`src/rtl/pipe_ctrl_pkg.sv`:
```
// rtl/pipe_ctrl_pkg.sv - shared types and constants for the pipeline hazard controller
package pipe_ctrl_pkg;

    typedef enum logic {
        RUN      = 1'b0,
        MDU_WAIT = 1'b1
    } pipe_state_e;

    localparam logic [4:0] REG_ZERO = 5'd0;

    localparam int DEF_MULT_CYCLES = 4;
    localparam int DEF_DIV_CYCLES  = 32;
    localparam int DEF_CNT_W       = 6;

endpackage

```
`src/rtl/hazard_lu_detect.sv`:
```
// rtl/hazard_lu_detect.sv - combinational load-use hazard comparator
module hazard_lu_detect
    import pipe_ctrl_pkg::*;
(
    input  logic       ex_mem_read,
    input  logic [4:0] ex_rd,
    input  logic [4:0] id_rs,
    input  logic [4:0] id_rt,
    input  logic       id_use_rs,
    input  logic       id_use_rt,
    output logic       lu
);

    logic rs_hit;
    logic rt_hit;

    // $0 is hardwired, so a load targeting it never creates a dependency
    assign rs_hit = id_use_rs && (ex_rd == id_rs);
    assign rt_hit = id_use_rt && (ex_rd == id_rt);
    assign lu     = ex_mem_read && (ex_rd != REG_ZERO) && (rs_hit || rt_hit);

endmodule

```
`src/rtl/pipe_hazard_ctrl.sv`:
```
// rtl/pipe_hazard_ctrl.sv - stall/flush controller for the 5-stage MIPS pipeline
module pipe_hazard_ctrl
    import pipe_ctrl_pkg::*;
#(
    parameter int MULT_CYCLES = DEF_MULT_CYCLES,
    parameter int DIV_CYCLES  = DEF_DIV_CYCLES,
    parameter int CNT_W       = DEF_CNT_W
) (
    input  logic        clk,
    input  logic        rst,
    input  logic [4:0]  id_rs,
    input  logic [4:0]  id_rt,
    input  logic        id_use_rs,
    input  logic        id_use_rt,
    input  logic        ex_mem_read,
    input  logic [4:0]  ex_rd,
    input  logic        id_branch_taken,
    input  logic        id_mdu_start,
    input  logic        id_mdu_is_div,
    input  logic        ext_flush,
    output logic        pc_en,
    output logic        if_id_en,
    output logic        if_id_flush,
    output logic        id_ex_flush,
    output logic        mdu_busy,
    output logic        mdu_done,
    output logic [31:0] stall_count
);

    localparam logic [CNT_W-1:0] MULT_LOAD = CNT_W'(MULT_CYCLES - 2);
    localparam logic [CNT_W-1:0] DIV_LOAD  = CNT_W'(DIV_CYCLES - 2);

    pipe_state_e      state;
    pipe_state_e      state_next;
    logic [CNT_W-1:0] cnt;
    logic [CNT_W-1:0] cnt_next;
    logic             lu;

    hazard_lu_detect u_lu (
        .ex_mem_read (ex_mem_read),
        .ex_rd       (ex_rd),
        .id_rs       (id_rs),
        .id_rt       (id_rt),
        .id_use_rs   (id_use_rs),
        .id_use_rt   (id_use_rt),
        .lu          (lu)
    );

    always_ff @(posedge clk) begin
        if (rst) begin
            state       <= RUN;
            cnt         <= '0;
            stall_count <= '0;
        end else begin
            state <= state_next;
            cnt   <= cnt_next;
            if (!pc_en && (stall_count != 32'hFFFF_FFFF)) begin
                stall_count <= stall_count + 32'd1;
            end
        end
    end

    always_comb begin
        pc_en       = 1'b0;
        if_id_en    = 1'b0;
        if_id_flush = 1'b0;
        id_ex_flush = 1'b0;
        mdu_busy    = 1'b0;
        mdu_done    = 1'b0;
        state_next  = state;
        cnt_next    = cnt;

        if (rst) begin
            state_next = RUN;
            cnt_next   = '0;
        end else if (ext_flush) begin
            // exception wins over everything, including an in-flight MDU op
            pc_en       = 1'b1;
            if_id_en    = 1'b1;
            if_id_flush = 1'b1;
            id_ex_flush = 1'b1;
            state_next  = RUN;
            cnt_next    = '0;
        end else if (state == RUN && lu) begin
            id_ex_flush = 1'b1;
        end else if (state == MDU_WAIT) begin
            mdu_busy = 1'b1;
            if (cnt != '0) begin
                id_ex_flush = 1'b1;
                cnt_next    = cnt - 1'b1;
            end else begin
                // final cycle: release ID without re-launching the same MDU op
                pc_en      = 1'b1;
                if_id_en   = 1'b1;
                mdu_done   = 1'b1;
                state_next = RUN;
            end
        end else if (id_mdu_start) begin
            id_ex_flush = 1'b1;
            mdu_busy    = 1'b1;
            state_next  = MDU_WAIT;
            cnt_next    = id_mdu_is_div ? DIV_LOAD : MULT_LOAD;
        end else if (id_branch_taken) begin
            pc_en       = 1'b1;
            if_id_en    = 1'b1;
            if_id_flush = 1'b1;
        end else begin
            pc_en    = 1'b1;
            if_id_en = 1'b1;
        end
    end

endmodule

```
`config.mk`:
```
export PLATFORM = sky130hd
export DESIGN_NAME = pipe_hazard_ctrl
export DESIGN_NICKNAME = d
export VERILOG_FILES = /design/src/rtl/pipe_ctrl_pkg.sv /design/src/rtl/hazard_lu_detect.sv /design/src/rtl/pipe_hazard_ctrl.sv
export SDC_FILE = /design/constraint.sdc
export NUM_CORES = 1
export LEC_CHECK = 0
export CAP_MARGIN = 0
export CELL_PAD_IN_SITES_DETAIL_PLACEMENT = 1
export CELL_PAD_IN_SITES_GLOBAL_PLACEMENT = 1
export CORE_ASPECT_RATIO = 1.1
export CORE_UTILIZATION = 35
export CTS_CLUSTER_DIAMETER = 30
export DETAILED_ROUTE_END_ITERATION = 10
export PLACE_DENSITY_LB_ADDON = 0.1
export RECOVER_POWER = 25
export SLEW_MARGIN = 40
export SYNTH_ARGS = -nofsm -noshare
export SYNTH_HDL_FRONTEND = slang
export SYNTH_SLANG_ARGS = --single-unit
```
`constraint.sdc`:
```
create_clock -name clk -period 2.5 [get_ports clk]
set_input_delay 0.5 -clock clk [delete_from_list [all_inputs] [get_ports clk]]
set_output_delay 0.5 -clock clk [all_outputs]
set_load 0.01 [all_outputs]
```
== After elaboration in Yosys (flattened, before gate mapping) ==
Cells that the tools add are included.
Word-level totals
  bits in registers: 39
  bits in latches: 0
  RAM bits: 0
  bits in read-only memories: 0
  bits of input ports: 24
  logic and storage cells: 54
  memories: 0
Operators by class
  add/sub/neg operators: 2
  $mul: 0
  div/mod/pow operators: 0
  $lt $le $gt $ge: 0
  equality and inequality tests: 4
  shifts and indexed selects: 0
  muxes and demuxes: 30
  bitwise operators: 2
  reductions and logical operators: 13
Operators with widths (count)
  adder 32 x 1 -> 32 bit (second input constant): 1
  inequality test 32 bit (second input constant): 1
  2-to-1 mux 1 bit: 26
  2-to-1 mux 6 bit: 3
  equality test 5 bit: 2
  logical AND 1 bit: 6
  nonzero test 6 bit: 1
  subtractor 6 x 1 -> 6 bit (second input constant): 1
  2-to-1 mux 5 bit: 1
  nonzero test 5 bit: 1
  AND reduction 3 bit: 1
  inequality test 2 x 1 -> 1 bit (second input constant): 1
  inverter 1 bit: 2
  nonzero test 2 bit: 1
  OR reduction 2 bit: 1
  zero test 1 bit: 1
  logical OR 1 bit: 1

== Logic depth before layout (Yosys ltp) ==
  depth after elaboration: 10
  mapped depth: 11
  mapped depth without buffers: 8

== Hierarchy ==
From an unflattened synthesis, not the netlist that was laid out.
Unflattened totals
  cells, all modules: 292
  area, all modules: 2417.3 um^2
By module, submodules not included
  pipe_hazard_ctrl: times used 1, cells an instance 275, area an instance 2283.4 um^2, sequential area each 780.7 um^2
  hazard_lu_detect: times used 1, cells an instance 17, area an instance 133.9 um^2, sequential area each 0.0 um^2

== Worst setup path before layout ==
Ideal clock, no wire load.
  kind: input port to output port
  from: input ex_rd[1]
  to: output pc_en
  arrival time: 2113 ps
  path slack: -113 ps
  stages: 5
  path buffers: 1
  cell sequence: or4_1 > o21ai_1 > a211oi_2 > a21oi_1 > buf_4
On the way
  cells in the longest elaborated chain, start to end: 8
Ends and longest elaborated chain
  start: declaration: RTL line pipe_hazard_ctrl.sv:16  | input logic [4:0] ex_rd,
  equality test 5 bit, on equally long branches: RTL line hazard_lu_detect.sv:18, hazard_lu_detect.sv:19
  logical AND 1 bit, on equally long branches: RTL line hazard_lu_detect.sv:18, hazard_lu_detect.sv:19
  logical OR 1 bit: RTL line hazard_lu_detect.sv:20  | assign lu = ex_mem_read && (ex_rd != REG_ZERO) && (rs_hit || rt_hit);
  logical AND 1 bit (*): RTL line hazard_lu_detect.sv:20
  logical AND 1 bit (*): RTL line pipe_hazard_ctrl.sv:84  | end else if (state == RUN && lu) begin
  2-to-1 mux 1 bit (*) (3 in a row)
  end: declaration: RTL line pipe_hazard_ctrl.sv:21  | output logic pc_en,
Mark *: on every way between the ends. The rest lies on a longest branch, timed or not.

== Worst setup path after layout ==
  from: input ex_rd[3]
  to: output if_id_flush
On the way
  cells in the longest elaborated chain, start to end: 8
Ends and longest elaborated chain
  equality test 5 bit, on equally long branches: RTL line hazard_lu_detect.sv:18, hazard_lu_detect.sv:19
  logical AND 1 bit, on equally long branches: RTL line hazard_lu_detect.sv:18, hazard_lu_detect.sv:19
  logical OR 1 bit: RTL line hazard_lu_detect.sv:20
  logical AND 1 bit (*): RTL line hazard_lu_detect.sv:20
  logical AND 1 bit (*): RTL line pipe_hazard_ctrl.sv:84
  2-to-1 mux 1 bit (*): RTL line pipe_hazard_ctrl.sv:84
  2-to-1 mux 1 bit (*): RTL line pipe_hazard_ctrl.sv:76  | end else if (ext_flush) begin
  2-to-1 mux 1 bit (*): RTL line pipe_hazard_ctrl.sv:73  | if (rst) begin
  end: declaration: RTL line pipe_hazard_ctrl.sv:23  | output logic if_id_flush,
Marks and branches as above.

==> flow_summary.ini <==
[yosys]
synth_edf_count = 0
synthTopCellsByArea = dfxtp_1 (34%), xnor2_1 (6.2%), a21oi_1 (4.2%)
synth-async-reset-ratio_pct = 0
synth-seq-cells = 39
synthCells = 273
yosysTopAreaCell = dfxtp_1
avgSynthCellArea_um2 = 8.33
synth_top_area_share_pct = 34.3
ys_seq_area_share_pct = 34.3
synthesis.area_um2 = 2270
synth-main-ff-cell = dfxtp_1
synthTopCellsByCount = dfxtp_1 (39), nor2_1 (24), nand2_1 (20)
syn_nets = 300
yosysWarnings = 0
synth_cell_types = 45
synth_most_common_cell = dfxtp_1

[detailed_routing]
ant_nets = 0
vias = 2536
drcViolationCount = 0
vias_per_cell = 5.35
post_drt_wl_per_cell_um = 15.5
first_pass_iters = 4
drtIter0Drc = 48
routed_wl_um = 7370

[die]
die_area_um2 = 6820
die_w_um = 78.8
num_rows = 30
coreArea_um2 = 6230
ioPinCount = 62
start_util_pct = 36.5
die_h_um = 86.5

[cells_and_area]
layout-area-overhead-vs-synth_pct = 53.9
n_antenna_cell = 0
nFillCells = 765
drive_gt1_share_pct = 28.4
nNetsFinal = 420
design_area_um2 = 3500

[clocking]
htreeDepth = 2
clkTransAtPathRegs_ns = 0.08
cts_tree = built
holdBufCountCts = 0
cts_num_sinks = 39
cts_buffers = 5
clk_latency_ns = 0.30
cts_buffer_depth = 2
cts_root_buf = clkbuf_8

[worst_setup_path]
ff2ff_setup_slack_ns = 0.13
critPathArrivalTime_ns = 1.94
r2r-start = stall_count[0]$_SDFFE_PP0P_
critPathMaxFanout = 3
worstRegToRegCells = 8
startpoint = ex_rd[3]
start_kind = input port
worst-setup-path-type = input port to primary output
crit_end = if_id_flush
worstPathRequired_ns = 2.00
r2r-end = stall_count[11]$_SDFFE_PP0P_
endpoint_kind = primary output

[grt]
grt_pass1_vias = 2605
grt_max_degree = 24
antenna_found_initial = 0
grt_first_pass_wirelength_um = 12300
grt_overflow_total = 0
grt_usage_pct = 22.9

[run_status]
status = complete, no violations

[placement]
io_buffers = 61
dpl_cell_area_um2 = 3370
dpl.hpwl_um = 5620
place_congestion = 0.775

[sta]
fmax_mhz = 409
final.min_clock_period_ns = 2.44
whs_ns = 0.503
fin_skew_ns = 0.0107
drv_slew = 0
maxSlewHeadroom_pct = 56.3
rsz0062_at_grt = yes
hold_viol = 0
setup_viol = 0
max_slew.worst_pin.slew_ns = 0.650
period_share_pct = 97.8

[power_and_ir_drop]
p_int_uw = 1000
power_density_nw_per_um2 = 389
seqPwrFrac_pct = 46.6
clockPowerShare_pct = 35.7
p_comb_share_pct = 17.7
netSwitchingPower_uw = 359
swShare_pct = 26.4
cellLeakagePower_uw = 0.00133
peakVddDrop_uv = 191

[min_path]
hold_path.class = flop to flop

[run]
cap_violations = 0
==> cells in the final DEF (no fill, tap or decap), types with 3 or more instances in the layout <==
cell and instances:
buf_4 63, dfxtp_1 39, clkdlybuf4s50_1 23, nor2_1 22, nand2_1 20, dlygate4sd3_1 18
a21oi_1 17, xnor2_1 16, or3_1 15, nand3_1 14, nand4_1 11, a21oi_2 11
or4_1 11, dlygate4sd2_1 11, o21ai_1 10, o31ai_1 9, inv_1 8, nor4_1 8
clkbuf_8 7, buf_2 6, nor3_1 5, and3_1 5, xor2_1 3, a311o_1 3
ha_1 3
==> stage by stage <==
step | setup TNS [ns] | power (uW) | utilization, % | std cells | worst slack (ns)
after CTS | 0 | 1370 | 55.6 | 472 | 0.00494
after global placement | -11.05 | 888 | 54.1 | 464 | -0.729
after detailed placement | -14.43 | 894 | 54.1 | 464 | -0.827
after floorplan | 0 | 758 | - | 273 | 0.0711
final | 0 | 1360 | 56.2 | 474 | 0.0553
after global routing | -0.0356 | 1420 | 56.2 | 474 | -0.0324
==> routing by layer <==
metal	vias up	GRT usage (%)	wire length, um
met2	50	42.1	3710
li1	1257	-	-
met3	5	3.05	288
met5	-	0	0
met1	1224	27.4	3300
met4	0	7.44	75
==> area by class of cell <==
class	count	area (um^2)	area share, %
multi-input cells	215	1450	41.3
repair buffers	124	1040	29.8
inverters	8	30.0	0.858
well taps	80	100	2.86
clock buffers	8	100	2.86
flip-flops and latches	39	781	22.3
==> state kept, by name (all words and copies together), names as in the netlist <==
signal       count
cnt              6
stall_count     32
state            1
==> worst min-delay path by stage <==
stage,start,endpoint,slack [ns],cells after the start
after floorplan,cnt[0]$_SDFFE_PP0P_,cnt[0]$_SDFFE_PP0P_,0.44,2
after global placement,stall_count[10]$_SDFFE_PP0P_,stall_count[10]$_SDFFE_PP0P_,0.49,2
after detailed placement,stall_count[10]$_SDFFE_PP0P_,stall_count[10]$_SDFFE_PP0P_,0.50,2
after CTS,stall_count[10]$_SDFFE_PP0P_,stall_count[10]$_SDFFE_PP0P_,0.51,2
after global routing,stall_count[9]$_SDFFE_PP0P_,stall_count[9]$_SDFFE_PP0P_,0.54,2
final,stall_count[10]$_SDFFE_PP0P_,stall_count[10]$_SDFFE_PP0P_,0.50,2
==> logic make-up after synthesis <==
| logic type | count (synthesis) | synth area share (%) |
|---|---|---|
| and+or+nand+nor | 129 | 31.8 |
| AOI/OAI and AO/OA | 62 | 19.5 |
| DFF | 39 | 34.3 |
| xor gates and xnor gates | 19 | 7.32 |
| buffers and inverters | 19 | 4.57 |
| adders and majority gates | 3 | 1.65 |
| muxes | 2 | 0.881 |
==> power by group through the flow <==
stage / Clock [uW] / Combinational [uW] / Sequential (uW)
finish: 487 / 241 / 634
global route: 519 / 265 / 635
CTS: 497 / 242 / 634
detailed placement: 0 / 246 / 648
global placement: 0 / 240 / 648
floorplan: 0 / 108 / 650
==> critical path, stage by stage <==
cell and delay, ns:
buf_6 0.09, or4_4 0.54, o21ai_4 0.17, nor2_2 0.05, and2_4 0.14, nand3b_1 0.17, a21oi_2 0.14, buf_2 0.14
==> repair_timing <==
action	in CTS	in global routing
buffers inserted	0	2
endpoints found under the hold margin	0	0
pin swaps	18	6
endpoints found under the setup margin	27	4
gates resized for setup	56	4
Note: power is estimated with default switching activity, not from simulation.
